<file path="config.mk">
export PLATFORM = sky130hd
export DESIGN_NAME = pw_stream_deframer
export DESIGN_NICKNAME = d
export VERILOG_FILES = /design/src/rtl/pw_stream_deframer.sv
export SDC_FILE = /design/constraint.sdc
export NUM_CORES = 1
export LEC_CHECK = 0
export CORE_MARGIN = 2
export CORE_UTILIZATION = 45
export DETAILED_ROUTE_END_ITERATION = 6
export GPL_TIMING_DRIVEN = 0
export PLACE_DENSITY = 0.77
export SYNTH_ARGS = -nofsm -noshare
export SYNTH_HDL_FRONTEND = slang
export SYNTH_SLANG_ARGS = --single-unit
</file>
<file path="constraint.sdc">
create_clock -name clk -period 2.45 [get_ports clk]
set_input_delay 0.245 -clock clk [delete_from_list [all_inputs] [get_ports clk]]
set_output_delay 0.245 -clock clk [all_outputs]
set_load 0.005 [all_outputs]
</file>
<file path="src/rtl/pw_stream_deframer.sv">
// rtl/pw_stream_deframer.sv - collects channel-0 words into a candidate password, committed by a channel-1 beat
module pw_stream_deframer #(
    parameter int DATA_W = 16,
    parameter int WORDS  = 3,
    parameter int ERR_W  = 8
) (
    input  logic                     clk,
    input  logic                     reset,
    input  logic [DATA_W-1:0]        in_data,
    input  logic                     in_channel,
    input  logic                     in_valid,
    output logic                     in_ready,
    output logic [DATA_W*WORDS-1:0]  out_data,
    output logic                     out_valid,
    input  logic                     out_ready,
    output logic [ERR_W-1:0]         short_cnt,
    output logic [ERR_W-1:0]         long_cnt
);

    localparam int OUT_W = DATA_W * WORDS;
    localparam int CNT_W = $clog2(WORDS + 1);

    logic [CNT_W-1:0] cnt;
    logic             ovf;
    logic [OUT_W-1:0] sr;

    logic full;
    logic accept;
    logic word_beat;
    logic mark_beat;
    logic commit;

    assign full      = (cnt == CNT_W'(WORDS));
    // Stall only when a complete frame has nowhere to go; never looks at the input side.
    assign in_ready  = !(out_valid && full);
    assign accept    = in_valid && in_ready;
    assign word_beat = accept && !in_channel;
    assign mark_beat = accept && in_channel;
    assign commit    = mark_beat && full && !ovf;

    always_ff @(posedge clk) begin
        if (reset) begin
            cnt       <= '0;
            ovf       <= 1'b0;
            sr        <= '0;
            out_data  <= '0;
            out_valid <= 1'b0;
            short_cnt <= '0;
            long_cnt  <= '0;
        end else begin
            if (word_beat) begin
                if (!full) begin
                    sr  <= OUT_W'({sr, in_data});
                    cnt <= cnt + 1'b1;
                end else begin
                    ovf <= 1'b1;
                    if (long_cnt != '1) begin
                        long_cnt <= long_cnt + 1'b1;
                    end
                end
            end

            // A marker on an empty frame is an idle/resync beat and changes nothing.
            if (mark_beat && (cnt != '0)) begin
                cnt <= '0;
                ovf <= 1'b0;
                if (!full && (short_cnt != '1)) begin
                    short_cnt <= short_cnt + 1'b1;
                end
            end

            if (commit) begin
                out_data  <= sr;
                out_valid <= 1'b1;
            end else if (out_valid && out_ready) begin
                out_valid <= 1'b0;
            end
        end
    end

endmodule

</file>
==> Yosys cells after proc, flatten, opt, wreduce, memory -nomap -nowiden <==
Cells that the tools add are included.
{ "totals": {"register_bits": 116, "out_inout_bits": 66, "elab_cells": 36} }
{ "classes": {"addsub": 3, "n_eq_ne": 3, "n_mux": 2, "n_bitwise": 1, "n_reduce_logical": 20} }
{ "op_table": {"columns": ["op", "n"], "rows": [
  ["$add 8x1->8 const B", 2],
  ["$ne 8x8->1 const B", 2],
  ["$logic_and 1x1->1", 9],
  ["$reduce_and 2->1", 3],
  ["$logic_not 1->1", 4],
  ["$reduce_bool 2->1", 2],
  ["$reduce_and 3->1", 1],
  ["$add 2x1->2 const B", 1],
  ["$eq 2x2->1 const B", 1],
  ["$mux 1", 2],
  ["$reduce_or 2->1", 1],
  ["$not 1->1", 1]
]} }

==> Depth between registers and ports, before layout <==
{ "depth": {"word_depth": 8, "depth_mapped": 8, "mapped_depth_nobuf": 6} }

==> Worst setup path before layout <==
Ideal clock, no wire load.
{ "synth_path": {"path_kind": "reg2reg", "start": "register cnt[0]", "end": "register long_cnt[7]", "setup_time_ps": 121, "arrival_ps": 1533, "t_required_ps": 2329, "path_slack_ps": 796, "path_stages_with_launch": 6, "n_path_buf": 0, "cell_sequence": "dfxtp_1 ha_1 and4bb_2 o211ai_1 nor3_1 mux2_2"} }
{ "synth_via": {"elab_chain_len": 6} }
{ "synth_rtl": {"columns": ["element", "line", "source"], "rows": [
  ["from (decl)", "23", "logic [CNT_W-1:0] cnt;"],
  ["from (signal assigned)", "54", "cnt <= cnt + 1'b1;"],
  ["$eq 2x2->1 (*)", "33", "assign full = (cnt == CNT_W'(WORDS));"],
  ["$logic_and 1x1->1", "35", "assign in_ready = !(out_valid && full);"],
  ["$logic_not 1->1", "35", null],
  ["$logic_and 1x1->1", "36", "assign accept = in_valid && in_ready;"],
  ["$logic_and 1x1->1", "37", "assign word_beat = accept && !in_channel;"],
  ["$reduce_and 3->1 (no source line) (*)", null, null],
  ["to (signal assigned)", "58", "long_cnt <= long_cnt + 1'b1;"],
  ["to (decl)", "17", "output logic [ERR_W-1:0] long_cnt"]
]} }
Every way passes the cells marked *; elsewhere a longest branch is shown, timed or not.
A chain may end at the register's enable or synchronous reset.

==> Worst setup path after layout <==
{ "layout_path": {"start": "register cnt[0]", "end": "output in_ready"} }
{ "layout_via": {"elab_chain_len": 3} }
{ "layout_rtl": {"columns": ["element", "line", "source"], "rows": [
  ["$eq 2x2->1", "33", null],
  ["$logic_and 1x1->1", "35", null],
  ["$logic_not 1->1", "35", null],
  ["to (decl)", "12", "output logic in_ready,"]
]} }
No other way between the ends.

==> run metrics <==
Initial Util=0.4629; initial antenna violation count=0; # fillers=768; # clock sinks=116; Layout Area Growth over Synthesis=37.42%; grt ovf=0; CTS Buf Count=17; via density per instance=5.154; detailed placement HPWL=7.797 mm; status=complete, no violations; Pleak=2.016 nW; Routed WL=10.98 mm; PwrDens=787.7 nW/um^2; Worst Tran Pin Value=571.4 ps; Worst EP arrival=1760 ps; die area=10250 sq um; top sig layer=met4; row cnt=35; Synth top cells by count=nand2_1, dfxtp_1, a21oi_1; number of routed nets with antenna violations=0; Iter 0 DRT Violations=155; DR WL met3=439 microns; asr flop ratio synth=0; Finished Core Util=0.6361; hold_buf cts=0; worst hold path class=primary input to flop; Synth Area per Inst=8.092 sq um; max incr delay on CP=520 ps; WL/cell=14.61 microns; Hold Worst Slack=218.9 ps; prevailing post-synth register cell=dfxtp_1; Finish-stage setup viols=0; library cells used by synthesis=35; top cell type's share of synthesized area=0.5456; Final Hold Viols=0; final period utilization=0.8197; vias in the first global route=3681; share of layout cells above drive strength 1=0.06864; Ant. Diodes=0; fmax=0.4980 GHz; syn_nets=551; setup_tns=0 ps; yosys warns=0; Net count, final=655; post_cts resized=0; Worst Setup Start Kind=flop; worst path cell trace=ha_1, nand2_1, clkdlybuf4s50_1; # IOs=87; total power=4.607 mW; largest net degree at the start of global routing=17; Die Span Y=101.3 microns; core area=9196 sq um; max-cap violations=0; clk_lat worst skew=520 ps; Post-DP Area=5246 sq um; TritonRoute pass-1 iters=5; CTS tree=yes; post-CTS setup buffers=0; cell taking the most area after synthesis=dfxtp_1; max_slew headroom=0.6191; Seq cells post-synth=116; IO buf count=85; Synth area leaders=dfxtp_1, nand2_1, a21oi_1, clkbuf_1, xor2_1; maximum VDD drop=451.7 uV; Cell Area, Synth=4257 sq um; GRT Total Usage=0.2226; Slowest-stage cell, CP=clkdlybuf4s50_1; sequential-to-total area share from yosys stat=0.5456; CP Max Fanout=6; Final Max Tran Viols=0; EDFF count, synth=0; Worst-path clk slew=50 ps; routability cong.=0.9055; Residual DRC=0; critical path class=flop to output pin; Die W=101.3 microns; Crit. End Element=output pin; most frequent cell after synthesis=nand2_1; unrepaired setup endpoints after global routing=false; CP Data Required Time=2200 ps; Metal-1 WL=4.740 mm; H-Tree Depth=4; minimum clock period=2008 ps; clock tree buffer depth=2; design area=5849 sq um; metal2 WL=5.557 mm; Max Clock Skew=7.743 ps; global-route wire length before repair=17.62 mm; Clock Tree Root=clkbuf_8; synthesized instance count=526; vias post-DR=3876
sequential cells by signal, summed over array words and instances (netlist names):
signal / cells
sr: 48
out_valid: 1
ovf: 1
short_cnt: 8
cnt: 2
out_data: 48
long_cnt: 8
worst max-delay path, delay by kind of cell, from the launching register on:
kind | cells | cell delay [ps]
flip-flops | 1 | 330
adder cells (fa/ha/maj) | 1 | 280
buffers and inverters | 1 | 520
AND/OR/NAND/NOR | 1 | 120
cells by family (layout without fill, tap and decap cells):
| group | count (synthesis) | in the layout | share of synthesized area |
|---|---|---|---|
| and+or+nand+nor | 243 | 243 | 0.2354 |
| DFF | 116 | 116 | 0.5456 |
| AOI/OAI and AO/OA | 111 | 111 | 0.1364 |
| buffers and inverters | 37 | 152 | 0.03880 |
| xor gates and xnor gates | 12 | 12 | 0.02469 |
| adders and majority gates | 4 | 4 | 0.01176 |
| muxes | 3 | 3 | 0.007349 |
layout make-up:
class                      count  area [sq um]  area share
buffer                        35         157.7     0.02695
timing repair buffer          85         850.8      0.1455
inverter                       2         7.507    0.001283
sequential                   116          2322      0.3970
tap                          111         138.9     0.02374
clock buffer                  21         449.2     0.07679
clock inverter                 9         153.9     0.02631
multi-input combinational    373          1769      0.3025
metrics by stage:
step / setup WS (ps) / cells
final: 441.8 / 752
after floorplan: 795.8 / 526
after CTS: 432.6 / 752
after global placement: 423.6 / 722
after detailed placement: 400.8 / 722
after global routing: 382.8 / 752
cell usage in the layout (no fill, tap or decap), types with 3 or more instances in the layout:
cell,instances
ha_1,4
xor2_1,10
bufinv_16,4
nand2_1,201
clkbuf_16,16
buf_4,3
clkbuf_1,27
buf_2,6
a21oi_1,100
o211ai_1,5
clkdlybuf4s50_1,85
nor2_1,18
nand3_1,3
clkbuf_8,3
dfxtp_1,116
and3_1,3
layer usage:
metal,track usage,vias up
met4,0.1091,0
li1,-,1938
met3,0.04003,29
met1,0.2708,1807
met5,0,-
met2,0.3800,102
path summary, 6_finish.rpt:
path | startpoint | endpoint | slack (ps) | cells past startpoint
worst max-delay path | cnt[0]$_SDFFE_PP0P_ | in_ready | 440 | 3
worst min-delay path | reset | long_cnt[7]$_SDFFE_PP0P_ | 220 | 3
worst max register to register | cnt[0]$_SDFFE_PP0P_ | sr[39]$_SDFFE_PP0P_ | 560 | 7
worst min register to register | sr[43]$_SDFFE_PP0P_ | out_data[43]$_SDFFE_PP0P_ | 450 | 2
power breakdown:
group | switching, mW | internal (mW)
registers | 0.0207 | 1.91
clock network | 0.838 | 1.69
logic | 0.0900 | 0.0590
Note: power is estimated with default switching activity, not from simulation.
